<file path="config.mk">
export PLATFORM = sky130hd
export DESIGN_NAME = mmu_tile_scheduler
export DESIGN_NICKNAME = d
export VERILOG_FILES = /design/src/rtl/mmu_pkg.sv /design/src/rtl/mmu_tile_accumulator.sv /design/src/rtl/mmu_tile_scheduler.sv
export SDC_FILE = /design/constraint.sdc
export NUM_CORES = 1
export LEC_CHECK = 0
export CORE_MARGIN = 2
export CORE_UTILIZATION = 53
export DETAILED_ROUTE_END_ITERATION = 6
export GPL_TIMING_DRIVEN = 0
export PLACE_DENSITY = 0.79
export SLEW_MARGIN = 40
export SYNTH_ARGS = -nofsm -noshare
export SYNTH_HDL_FRONTEND = slang
export SYNTH_SLANG_ARGS = --single-unit
</file>
<file path="constraint.sdc">
create_clock -name clk -period 2.96 [get_ports clk]
set_input_delay 0.74 -clock clk [delete_from_list [all_inputs] [get_ports clk]]
set_output_delay 0.74 -clock clk [all_outputs]
set_load 0.1 [all_outputs]
</file>
<file path="src/rtl/mmu_pkg.sv">
// Shared types and helpers for the tiled matmul scheduler: FSM state encoding,
// engine result width and the saturating accumulate used per tile element.
package mmu_pkg;

    typedef enum logic [2:0] {
        IDLE  = 3'd0,
        ISSUE = 3'd1,
        WAIT  = 3'd2,
        ACCUM = 3'd3,
        EMIT  = 3'd4,
        DONE  = 3'd5
    } mmu_state_e;

    localparam int ENG_W   = 16;
    // Working width of sat_add; any ACC_W up to this value is supported.
    localparam int ACC_MAX = 32;

    // Index width for a loop of n tiles, never narrower than one bit.
    function automatic int idx_width(input int n);
        return (n > 1) ? $clog2(n) : 1;
    endfunction

    // Signed add clamped to [-2^(acc_w-1), 2^(acc_w-1)-1]; the carry bit keeps the raw sum exact.
    function automatic logic signed [ACC_MAX-1:0] sat_add(
        input logic signed [ACC_MAX-1:0] acc,
        input logic signed [ACC_MAX-1:0] x,
        input int                        acc_w
    );
        logic signed [ACC_MAX:0] sum;
        logic signed [ACC_MAX:0] max_v;
        logic signed [ACC_MAX:0] min_v;
        sum   = {acc[ACC_MAX-1], acc} + {x[ACC_MAX-1], x};
        max_v = (33'sd1 <<< (acc_w - 1)) - 33'sd1;
        min_v = -max_v - 33'sd1;
        if (sum > max_v) begin
            sat_add = max_v[ACC_MAX-1:0];
        end else if (sum < min_v) begin
            sat_add = min_v[ACC_MAX-1:0];
        end else begin
            sat_add = sum[ACC_MAX-1:0];
        end
    endfunction

endpackage

</file>
<file path="src/rtl/mmu_tile_accumulator.sv">
// Four signed accumulators for one 2x2 output tile: load on the first inner
// tile, saturating accumulate on later ones, hold otherwise.
module mmu_tile_accumulator
    import mmu_pkg::*;
#(
    parameter int ACC_W = 18
) (
    input  logic             clk,
    input  logic             rst_n,
    input  logic             i_load,
    input  logic             i_accum,
    input  logic [ENG_W-1:0] i_c00,
    input  logic [ENG_W-1:0] i_c01,
    input  logic [ENG_W-1:0] i_c10,
    input  logic [ENG_W-1:0] i_c11,
    output logic [ACC_W-1:0] o_acc00,
    output logic [ACC_W-1:0] o_acc01,
    output logic [ACC_W-1:0] o_acc10,
    output logic [ACC_W-1:0] o_acc11
);

    logic        [ENG_W-1:0] w_c       [4];
    logic signed [ACC_W-1:0] w_acc_nxt [4];
    logic signed [ACC_W-1:0] r_acc     [4];

    assign w_c[0] = i_c00;
    assign w_c[1] = i_c01;
    assign w_c[2] = i_c10;
    assign w_c[3] = i_c11;

    // Next accumulator value per element; engine data is sign-extended first.
    always_comb begin
        for (int e = 0; e < 4; e++) begin
            w_acc_nxt[e] = r_acc[e];
            if (i_load) begin
                w_acc_nxt[e] = ACC_W'(signed'(w_c[e]));
            end else if (i_accum) begin
                w_acc_nxt[e] = ACC_W'(sat_add(ACC_MAX'(r_acc[e]),
                                              ACC_MAX'(signed'(w_c[e])), ACC_W));
            end else begin
                w_acc_nxt[e] = r_acc[e];
            end
        end
    end

    // Accumulator registers.
    always_ff @(posedge clk or negedge rst_n) begin
        if (!rst_n) begin
            for (int e = 0; e < 4; e++) begin
                r_acc[e] <= {ACC_W{1'b0}};
            end
        end else begin
            for (int e = 0; e < 4; e++) begin
                r_acc[e] <= w_acc_nxt[e];
            end
        end
    end

    assign o_acc00 = r_acc[0];
    assign o_acc01 = r_acc[1];
    assign o_acc10 = r_acc[2];
    assign o_acc11 = r_acc[3];

endmodule

</file>
<file path="src/rtl/mmu_tile_scheduler.sv">
// Walks the i/j/k tile loops for the 2x2 systolic engine, accumulates each
// output tile over k and hands finished tiles to the host.
module mmu_tile_scheduler
    import mmu_pkg::*;
#(
    parameter  int TILES_M = 2,
    parameter  int TILES_N = 2,
    parameter  int TILES_K = 2,
    parameter  int ACC_W   = 18,
    localparam int MW      = idx_width(TILES_M),
    localparam int NW      = idx_width(TILES_N),
    localparam int KW      = idx_width(TILES_K)
) (
    input  logic             clk,
    input  logic             rst_n,
    input  logic             start,
    input  logic             abort,
    output logic             busy,
    output logic             done,
    output logic             err,
    output logic             eng_req,
    input  logic             eng_ack,
    output logic [MW-1:0]    eng_a_row,
    output logic [KW-1:0]    eng_a_col,
    output logic [NW-1:0]    eng_b_col,
    input  logic             eng_done,
    input  logic [ENG_W-1:0] eng_c00,
    input  logic [ENG_W-1:0] eng_c01,
    input  logic [ENG_W-1:0] eng_c10,
    input  logic [ENG_W-1:0] eng_c11,
    output logic             res_valid,
    input  logic             res_ready,
    output logic [MW-1:0]    res_row,
    output logic [NW-1:0]    res_col,
    output logic [ACC_W-1:0] res_c00,
    output logic [ACC_W-1:0] res_c01,
    output logic [ACC_W-1:0] res_c10,
    output logic [ACC_W-1:0] res_c11
);

    mmu_state_e    r_state;
    mmu_state_e    w_state_nxt;
    logic [MW-1:0] r_i;
    logic [NW-1:0] r_j;
    logic [KW-1:0] r_k;
    logic          r_busy;
    logic          r_done;
    logic          r_err;
    logic          r_eng_req;
    logic          r_res_valid;
    logic          w_busy_nxt;
    logic          w_done_nxt;
    logic          w_eng_req_nxt;
    logic          w_res_valid_nxt;
    logic          w_start_ok;
    logic          w_abort_run;
    logic          w_capture;
    logic          w_accept;
    logic          w_err_set;
    logic          w_i_last;
    logic          w_j_last;
    logic          w_k_last;

    assign w_start_ok  = (r_state == IDLE) && start && !abort;
    assign w_abort_run = (r_state != IDLE) && abort;
    assign w_capture   = (r_state == WAIT) && eng_done && !abort;
    assign w_accept    = (r_state == EMIT) && res_ready && !abort;
    // A result pulse is only legal while waiting for it; an abort cycle leaves err alone.
    assign w_err_set   = eng_done && (r_state != WAIT) && !w_abort_run;
    assign w_i_last    = (r_i == MW'(TILES_M - 1));
    assign w_j_last    = (r_j == NW'(TILES_N - 1));
    assign w_k_last    = (r_k == KW'(TILES_K - 1));

    // State register.
    always_ff @(posedge clk or negedge rst_n) begin
        if (!rst_n) begin
            r_state <= IDLE;
        end else begin
            r_state <= w_state_nxt;
        end
    end

    // Next-state logic; abort overrides every non-idle state.
    always_comb begin
        w_state_nxt = r_state;
        if (w_abort_run) begin
            w_state_nxt = IDLE;
        end else begin
            case (r_state)
                IDLE:    w_state_nxt = w_start_ok ? ISSUE : IDLE;
                ISSUE:   w_state_nxt = eng_ack ? WAIT : ISSUE;
                WAIT:    w_state_nxt = eng_done ? ACCUM : WAIT;
                ACCUM:   w_state_nxt = w_k_last ? EMIT : ISSUE;
                EMIT: begin
                    if (res_ready) begin
                        w_state_nxt = (w_i_last && w_j_last) ? DONE : ISSUE;
                    end else begin
                        w_state_nxt = EMIT;
                    end
                end
                DONE:    w_state_nxt = IDLE;
                default: w_state_nxt = IDLE;
            endcase
        end
    end

    // Output decode from the next state so the flops below present it with the state.
    always_comb begin
        w_busy_nxt      = (w_state_nxt != IDLE);
        w_eng_req_nxt   = 1'b0;
        w_res_valid_nxt = 1'b0;
        w_done_nxt      = 1'b0;
        case (w_state_nxt)
            ISSUE:   w_eng_req_nxt   = 1'b1;
            EMIT:    w_res_valid_nxt = 1'b1;
            DONE:    w_done_nxt      = 1'b1;
            default: w_eng_req_nxt   = 1'b0;
        endcase
    end

    // Registered control outputs.
    always_ff @(posedge clk or negedge rst_n) begin
        if (!rst_n) begin
            r_busy      <= 1'b0;
            r_eng_req   <= 1'b0;
            r_res_valid <= 1'b0;
            r_done      <= 1'b0;
        end else begin
            r_busy      <= w_busy_nxt;
            r_eng_req   <= w_eng_req_nxt;
            r_res_valid <= w_res_valid_nxt;
            r_done      <= w_done_nxt;
        end
    end

    // Tile loop counters: k inner, j middle, i outer.
    always_ff @(posedge clk or negedge rst_n) begin
        if (!rst_n) begin
            r_i <= {MW{1'b0}};
            r_j <= {NW{1'b0}};
            r_k <= {KW{1'b0}};
        end else if (w_start_ok || w_abort_run) begin
            r_i <= {MW{1'b0}};
            r_j <= {NW{1'b0}};
            r_k <= {KW{1'b0}};
        end else if ((r_state == ACCUM) && !w_k_last) begin
            r_k <= r_k + KW'(1);
        end else if (w_accept) begin
            r_k <= {KW{1'b0}};
            if (w_j_last) begin
                r_j <= {NW{1'b0}};
                r_i <= w_i_last ? {MW{1'b0}} : (r_i + MW'(1));
            end else begin
                r_j <= r_j + NW'(1);
            end
        end else begin
            r_k <= r_k;
        end
    end

    // Sticky protocol error; a fresh accepted start clears it unless a new violation coincides.
    always_ff @(posedge clk or negedge rst_n) begin
        if (!rst_n) begin
            r_err <= 1'b0;
        end else if (w_err_set) begin
            r_err <= 1'b1;
        end else if (w_start_ok) begin
            r_err <= 1'b0;
        end else begin
            r_err <= r_err;
        end
    end

    mmu_tile_accumulator #(
        .ACC_W (ACC_W)
    ) u_acc (
        .clk     (clk),
        .rst_n   (rst_n),
        .i_load  (w_capture && (r_k == {KW{1'b0}})),
        .i_accum (w_capture && (r_k != {KW{1'b0}})),
        .i_c00   (eng_c00),
        .i_c01   (eng_c01),
        .i_c10   (eng_c10),
        .i_c11   (eng_c11),
        .o_acc00 (res_c00),
        .o_acc01 (res_c01),
        .o_acc10 (res_c10),
        .o_acc11 (res_c11)
    );

    assign busy      = r_busy;
    assign done      = r_done;
    assign err       = r_err;
    assign eng_req   = r_eng_req;
    assign res_valid = r_res_valid;
    assign eng_a_row = r_i;
    assign eng_a_col = r_k;
    assign eng_b_col = r_j;
    assign res_row   = r_i;
    assign res_col   = r_j;

endmodule
</file>
==> out/results.ini <==
[critical_path]
r2r-end = u_acc.o_acc01[9]$_DFFE_PN0P_
critPathCaptureType = flip-flop
cp.arrival_ns = 3.25
path_max_fanout = 10
path_class = input pin to flip-flop
crit_start = abort
r2r_start = u_acc.o_acc01[10]$_DFFE_PN0P_
r2r_slack_ns = 0.22
r2r_cells = 11
required_ns = 3.24
start_kind = input pin

[logic_synthesis]
ys_seq_elements = 83
synthesis.area_um2 = 7550
yosysTopAreaCell = dfrtp_1
ys_top_cells_by_area = dfrtp_1, ha_1, a21oi_1
synth-compound-area-share = 0.294
synth_edf_count = 0
yosys-top-cells-count = a21oi_1, o21ai_0, nand2_1
synth_xor_area_frac = 0.0580
synth_top_family_by_area = compound AO/OA/AOI/OAI gates
synth.yosys.seq_area_share = 0.275
synth_simple_gate_area_frac = 0.192
syn_avg_cell_area_um2 = 7.93
ys_warn_count = 0
synth_mux_area_frac = 0.00497
yosys.area.top_type_share = 0.275
synth-adder-area-share = 0.133
synth.distinct_cells = 71
synth-main-ff-cell = dfrtp_1
synth_nets = 1099
syn_inst = 952
yosysMostFrequentCell = a21oi_1
async_flop_share = 1.00

[timing]
finalSetupTns_ns = -0.00914
setup_violations = 1
setup_ws_ns = -0.00914
slew_violations = 0
fin_worst_skew_ns = 0.00392
final.min_clock_period_ns = 2.97
fin_crit_sh = 1.00
fmax_ghz = 0.337
worstMarginPinSlew_ns = 0.784
maxSlewHeadroom = 0.476
hold_violations = 0

[cts]
htree_levels = 3
numCtsBuffers = 9
clock_latency_ns = 0.37
cts.clk_slew.worst_paths_ns = 0.07
cts_sinks = 83
clk_path_buf_depth = 2
cts_tree = yes
clockRootBuffer = clkbuf_16

[routing]
vias = 8646
drc = 0
drtIter0Drc = 922
drt_pass1_iterations = 5
wl_per_cell_um = 19.6
routed_wl_mm = 26.7
via_per_inst = 6.34
ant_nets = 0

[floorplan]
die_y_um = 123
coreArea_um2 = 13900
die_area_um2 = 15200
die_w_um = 123
initial_utilization = 0.544
num_io_pins = 153
rows = 43

[pwr]
p_sw_mw = 7.86
internal_power_mw = 5.90
p_sw_frac = 0.571
pwr-share-comb = 0.752
leakage_nw = 4.88
ir_drop_uv = 884
clockPowerShare = 0.095
power.density_nw_per_um2 = 1250
seqPwrFrac = 0.153

[placed_design]
dp_hpwl_mm = 17.1
place_inst = 1285
port_buffers = 152
place_congestion = 0.924

[finish]
drive_above_1_share = 0.325
nets = 1326
fillCellCount = 940
antennaDiodeCount = 0
syn_to_final_growth_pct = 45.4
stdcell_count = 1364

[hold_path]
min_path_type = input pin to async pin

[flow_run]
maxCapViolCount = 0

[grt]
antenna_found_initial = 0
grtUsageTotal = 0.331
grt_pass1_vias = 8013
grt_max_degree = 58
overflow = 0
grt_first_pass_wirelength_mm = 39.8

[status]
violations = setup timing
status = complete, but fails checks

## flip-flops by register name, indices dropped and copies added, names as in the netlist, 3 cells and up
name and flops:
u_acc.o_acc11 18, r_state 3, u_acc.o_acc00 18, u_acc.o_acc01 18
u_acc.o_acc10 18
## through the flow
stage	total power [mW]	worst slack, ns	util	cell area, um^2	hold WS [ns]
2_1_floorplan	8.78	0.00257	-	7640	0.444
3_3_place_gp	10.6	-2.72	0.676	9380	0.490
3_5_place_dp	10.3	-1.09	0.648	9000	0.499
4_1_cts	12.7	-0.0106	0.740	10300	0.254
5_1_grt	14.5	-0.0674	0.791	11000	0.263
6_report	13.8	-0.00914	0.791	11000	0.238
## worst max-delay path, cell delays in order
cell and delay, ns:
clkdlybuf4s50_1 0.61, nor2_1 0.12, nand3_1 0.43, clkbuf_1 0.54, clkbuf_1 0.55, nand2_1 0.14, o21ai_1 0.11
## routing by layer
layer  GRT usage  wire (um)  vias up  share of wire
li1            -          -     3960              -
met1       0.430      11200     4215           0.42
met2       0.551      12800      392           0.48
met3      0.0411       1740       79          0.065
met4       0.146        971        0          0.036
met5           0          0        -              0
## area by class of cell
cell class	instances	area, um^2	share of cell area
repair buffers	218	1670	0.152
clock inverters	6	88.8	0.00809
clock buffers	10	239	0.0218
multi-input cells	793	6270	0.571
well taps	180	225	0.0205
plain buffers	35	206	0.0188
inverters	39	146	0.0133
flip-flops and latches	83	2130	0.194
## how the worst max path moves through the flow
| stage | endpoint | slack, ns | cells after the start |
|---|---|---|---|
| detailed placement | u_acc.o_acc10[15]$_DFFE_PN0P_ | -1.09 | 12 |
| finish | u_acc.o_acc01[13]$_DFFE_PN0P_ | -0.009 | 7 |
| CTS | u_acc.o_acc00[12]$_DFFE_PN0P_ | -0.01 | 13 |
| global placement | u_acc.o_acc11[0]$_DFFE_PN0P_ | -2.72 | 1 |
| floorplan | u_acc.o_acc01[5]$_DFFE_PN0P_ | 0.003 | 11 |
| global route | u_acc.o_acc01[13]$_DFFE_PN0P_ | -0.07 | 7 |
## cell usage in the layout, fill, tap and decap left out, types with 16 or more instances in the layout
master | netlist | routed
dfrtp_2 | 0 | 43
o21ai_1 | 13 | 17
a21oi_1 | 116 | 84
buf_2 | 4 | 84
a31oi_1 | 21 | 17
o21ai_0 | 95 | 85
nand2_1 | 94 | 89
xnor2_1 | 30 | 30
nand3_1 | 22 | 21
dlymetal6s2s_1 | 0 | 19
a21oi_2 | 3 | 27
clkbuf_1 | 25 | 18
buf_4 | 6 | 59
inv_1 | 38 | 37
ha_1 | 72 | 19
buf_6 | 2 | 16
clkdlybuf4s50_1 | 0 | 22
ha_4 | 0 | 45
xor2_1 | 20 | 20
dfrtp_1 | 83 | 39
nand2b_1 | 24 | 20
or3_1 | 31 | 30
nor2_1 | 75 | 72
a21o_1 | 23 | 23
dlygate4sd2_1 | 0 | 20
## power by group through the flow
stage / combinational, mW / clock [mW] / sequential [mW]
2_1_floorplan: 3.84 / 0 / 4.94
3_3_place_gp: 8.64 / 0 / 1.99
3_5_place_dp: 8.31 / 0 / 1.99
4_1_cts: 9.35 / 1.30 / 2.03
5_1_grt: 10.9 / 1.35 / 2.15
6_report: 10.4 / 1.30 / 2.10
## cells by family after synthesis
| family | after synthesis |
|---|---|
| compound gates | 359 |
| xor+xnor | 50 |
| fa+ha+maj | 78 |
| buf+inv | 76 |
| flops | 83 |
| mux | 3 |
| simple gates | 303 |
## timing repair
| item | in CTS | in global routing |
|---|---|---|
| cloned | 3 | 1 |
| hold buffers | 0 | 0 |
| gates resized for setup | 150 | 118 |
| pin swaps | 51 | 52 |
| endpoints found under the hold margin | 0 | 0 |
| endpoints found under the setup margin | 71 | 68 |
| buffers inserted | 40 | 22 |
Note: power is estimated with default switching activity, not from simulation.
==> RTL change 1 (config.mk and constraints unchanged) <==
Put one more register stage on the output `err`, without a reset. The value now appears one clock later. The other outputs are not delayed to match. Comments in the files are not updated.
--- a/src/rtl/mmu_tile_scheduler.sv
+++ b/src/rtl/mmu_tile_scheduler.sv
@@ -190,7 +190,9 @@
 
     assign busy      = r_busy;
     assign done      = r_done;
-    assign err       = r_err;
+    always_ff @(posedge clk) begin
+        err <= r_err;
+    end
     assign eng_req   = r_eng_req;
     assign res_valid = r_res_valid;
     assign eng_a_row = r_i;
Function: changed (Yosys sat finds a counterexample within 4 cycles, from zero or initial values and one cycle with rst_n low).
==> RTL change 1 against the unedited design <==
Wire length rose by 3.7%; largest power group unchanged; critical path type unchanged; synthesized area is 0.27% higher; setup slack improved by 19 ps; power up 0.69%; design area is 0.82% higher; sequential share of layout area barely moved; sequential cell count rose by 1; largest cell class unchanged; critical path depth grew 5.
==> RTL change 1: results (changes against the unedited design) <==
[finish]
final_cells = 1382  ; +1.3%
drive_above_1_share_pct = 33.1  ; +0.62 points
nFillCells = 893  ; -5.0%

[global_route]
grt_usage_pct = 33.5  ; +0.45 points
grt_first_pass_wirelength_um = 40200  ; +1.1%
grt_use_met3_pct = 4.98  ; +0.88 points
grt.met1_usage_pct = 43.2  ; +0.18 points
gr-usage-met2_pct = 56.7  ; +1.5 points
antenna_found_initial = 1  ; +1

[drt]
totalWireLength_um = 27700  ; +3.7%
met3_length_um = 2280  ; +31%
met2_length_um = 13400  ; +5.0%
highest_layer = met4

[synth]
synth_cell_types = 72  ; +1.4%
synth-compound-area-share_pct = 29.4  ; -0.078 points
syn-num-nets = 1100  ; +0.091%
synth_area_per_cell_um2 = 7.94  ; +0.16%
synth_adder_area_share_pct = 13.2  ; -0.035 points
yosysSeqAreaShare_pct = 27.7  ; +0.19 points
synthTopCellsByArea = dfrtp_1, ha_1, a21oi_1
async_reset_ff_share_pct = 98.8  ; -1.2 points

[power]
p_leak_uw = 0.00505  ; +3.4%
peakVddDrop_mv = 1.25  ; +41%

[worst_setup_path]
cp_slowest_cell = a221o_1
worstPathMaxFanout = 8  ; -2
crit_path_max_incr_delay_ps = 350  ; -260 ps
reg2reg_slack_ps = 200  ; -20 ps
critical_path.top_delay_family = compound AO/OA/AOI/OAI gates

[timing]
worst_pin_slew_ps = 683  ; -101 ps
finClkSkew_ps = 8.84  ; +4.92 ps
hold_slack_ps = 250  ; +11.7 ps
fin_ws_ps = 10.2  ; +19.3 ps

[status]
status = completed

[placed_design]
pre_cts_ws_ps = -1040  ; +50.8 ps
placed_area_mm2 = 0.00902  ; +0.22%
place.gp.congestion = 0.916  ; -0.93%
placedCellCount = 1286  ; +0.078%
hpwl_um = 17100  ; +0.29%

[RTL change 1: layout make-up]
class / count / area [µm²] / area share [%]
timing repair buffer: 235 / 1820 / 16.4
sequential: 84 / 2150 / 19.5
tap: 180 / 225 / 2.03
inverter: 39 / 146 / 1.32
clock inverter: 3 / 15.0 / 0.136
antenna: 1 / 2.50 / 0.0226
clock buffer: 13 / 250 / 2.26
multi-input combinational: 793 / 6260 / 56.5
buffer: 34 / 199 / 1.80
[RTL change 1: worst paths after layout]
kind,from,endpoint,cells after the start
max,eng_c01[11],u_acc.o_acc01[12],12
min,rst_n,u_acc.o_acc10[13],1
max reg2reg,u_acc.o_acc01[16],u_acc.o_acc01[12],11
min reg2reg,r_err,err,0
max in group asynchronous,rst_n,u_acc.o_acc01[12],2
min in group clk,r_err,err,0
[RTL change 1: cells by family (layout without fill, tap and decap cells)]
| kind of cell | count (synthesis) | after routing |
|---|---|---|
| other | 0 | 1 |
| XOR/XNOR | 50 | 50 |
| multiplexers | 3 | 3 |
| adder cells (fa/ha/maj) | 78 | 78 |
| AND/OR/NAND/NOR | 303 | 303 |
| buffers and inverters | 76 | 324 |
| flip-flops | 84 | 84 |
| AO/OA/AOI/OAI | 359 | 359 |
[RTL change 1: what timing repair did]
action                     in CTS  in global routing
setup endpoints to repair      71                 71
hold endpoints to repair        0                  0
buffers inserted               52                 26
gates resized for setup       148                123
pin swaps                      57                 55
gates cloned                    3                  1
[RTL change 1: report_power, final]
part / leakage (µW) / internal [µW] / total (µW) / switching [µW]
Combinational: 0.00392 / 3690 / 10600 / 6930
Clock: 0.000133 / 590 / 1110 / 518
Sequential: 0.000990 / 1620 / 2130 / 513
Total: 0.00505 / 5900 / 13900 / 7960
==> RTL change 2 (same settings) <==
Made on the original files. Change the parameter `TILES_M` from 2 to 4.
--- a/src/rtl/mmu_tile_scheduler.sv
+++ b/src/rtl/mmu_tile_scheduler.sv
@@ -3,7 +3,7 @@
 module mmu_tile_scheduler
     import mmu_pkg::*;
 #(
-    parameter  int TILES_M = 2,
+    parameter  int TILES_M = 4,
     parameter  int TILES_N = 2,
     parameter  int TILES_K = 2,
     parameter  int ACC_W   = 18,
Interface: changed (resized eng_a_row and res_row); port bits go from 153 to 155. No check against the original RTL was run, so the function may have changed too.
==> RTL change 2 against the unedited design <==
Sequential cell count is 1 higher; final cell count down 2.3%; largest power group unchanged; largest cell class unchanged; design area down 2.2%; power increased by 0.33%; wire length is 1.2% higher; die area down 0.53%; setup slack improved by 29 ps; fmax rose by 0.98%; synthesized area is 0.55% lower; global-route usage grew 0.57 points; sequential power is 3% higher.
==> RTL change 2: results (changes against the unedited design) <==
[worst_setup_path]
reg2reg_slack_ps = 90  ; -130 ps

[power]
p_switching_uw = 7940  ; +1.1%
peakVddDrop_mv = 0.798  ; -9.7%
p_leak_uw = 0.00467  ; -4.2%

[global_route]
grt_usage_pct = 33.6  ; +0.57 points
antenna_found_initial = 2  ; +2
grt_max_degree = 47  ; -19%
grt_pass1_vias = 8047  ; +0.42%

[placed_design]
hpwl_um = 17400  ; +1.9%
place.gp.congestion = 0.930  ; +0.57%

[finish]
nFillCells = 964  ; +2.6%

[drt]
met3_length_um = 2610  ; +50%
first_pass_iters = 6  ; +1
m1WireLength_um = 10900  ; -3.1%
drt-initial-drc-count = 1037  ; +12%
highest_layer = met5

[timing]
fin_ws_ps = 19.7  ; +28.8 ps
finClkSkew_ps = 7.20  ; +3.29 ps
worst_pin_slew_ps = 860  ; +76.1 ps

[status]
status = completed

[synth]
synth.top_cells.by_count = a21oi_1, nand2_1, o21ai_0
synth_cell_types = 70  ; -1.4%
synthTopCellsByArea = dfrtp_1, ha_1, a21oi_1
yosysSeqAreaShare_pct = 28.0  ; +0.48 points
syn-num-nets = 1080  ; -1.7%

==> RTL change 2: worst paths after layout <==
kind / start / to / depth (start not counted)
min in group clk: err / err / 1
max in group asynchronous: rst_n / u_acc.o_acc11[0] / 2
max: eng_c01[13] / u_acc.o_acc01[6] / 11
min reg2reg: err / err / 1
min: rst_n / u_acc.o_acc01[12] / 1
max reg2reg: u_acc.o_acc01[0] / u_acc.o_acc01[13] / 12
==> RTL change 2: kinds of logic after synthesis <==
kind of cell               count (synthesis)  synth area share [%]
and+or+nand+nor                          298                  19.7
muxes                                      2                 0.283
DFF                                       84                  28.0
xor gates and xnor gates                  53                  6.18
buffers and inverters                     63                  3.35
AOI/OAI and AO/OA                        353                  29.0
adders and majority gates                 79                  13.5
==> RTL change 2: layer usage <==
metal,GRT usage (%),up-vias
li1,-,3898
met1,42.8,4051
met2,54.8,539
met3,9.46,105
met4,12.0,2
met5,0,-
==> RTL change 2: area by class of cell <==
class,instances,share of cell area [%]
diodes,1,0.0233
plain buffers,34,1.55
clock buffers,11,2.17
clock inverters,5,0.489
inverters,25,0.874
multi-input cells,786,58.1
flip-flops and latches,84,20.1
well taps,180,2.10
repair buffers,206,14.6
==> RTL change 2: metrics by stage <==
step,hold slack (ps),util (%),area (µm²),TNS (ps)
2_1_floorplan,444,-,7680,0
3_3_place_gp,487,68.1,9450,-247800
3_5_place_dp,495,65.3,9060,-55020
4_1_cts,312,73.2,10200,0
5_1_grt,324,77.3,10700,-198
6_report,307,77.3,10700,0
==> RTL change 2: worst max-delay path: stages <==
cell and delay (ps):
clkdlybuf4s50_1 510, ha_2 330, a21oi_1 160, o21ai_0 150, a22o_1 240, nor2_1 170
a31oi_1 130, a32o_2 300, buf_6 160, a21oi_1 160, o21ai_0 100
==> RTL change 2: power by group through the flow <==
| stage | logic, µW | registers (µW) | clock network [µW] |
|---|---|---|---|
| final | 10500 | 2160 | 1160 |
| after global routing | 11100 | 2210 | 1210 |
| after CTS | 9540 | 2090 | 1170 |
| after detailed placement | 8590 | 2040 | 0 |
| after global placement | 8920 | 2040 | 0 |
| after floorplan | 3970 | 5090 | 0 |
==> RTL change 2: what timing repair did <==
action / 4_1_cts / 5_1_grt
pin swaps: 46 / 67
gates cloned: 1 / 0
setup buffers: 30 / 21
gates resized for setup: 151 / 115
endpoints found under the setup margin: 69 / 70
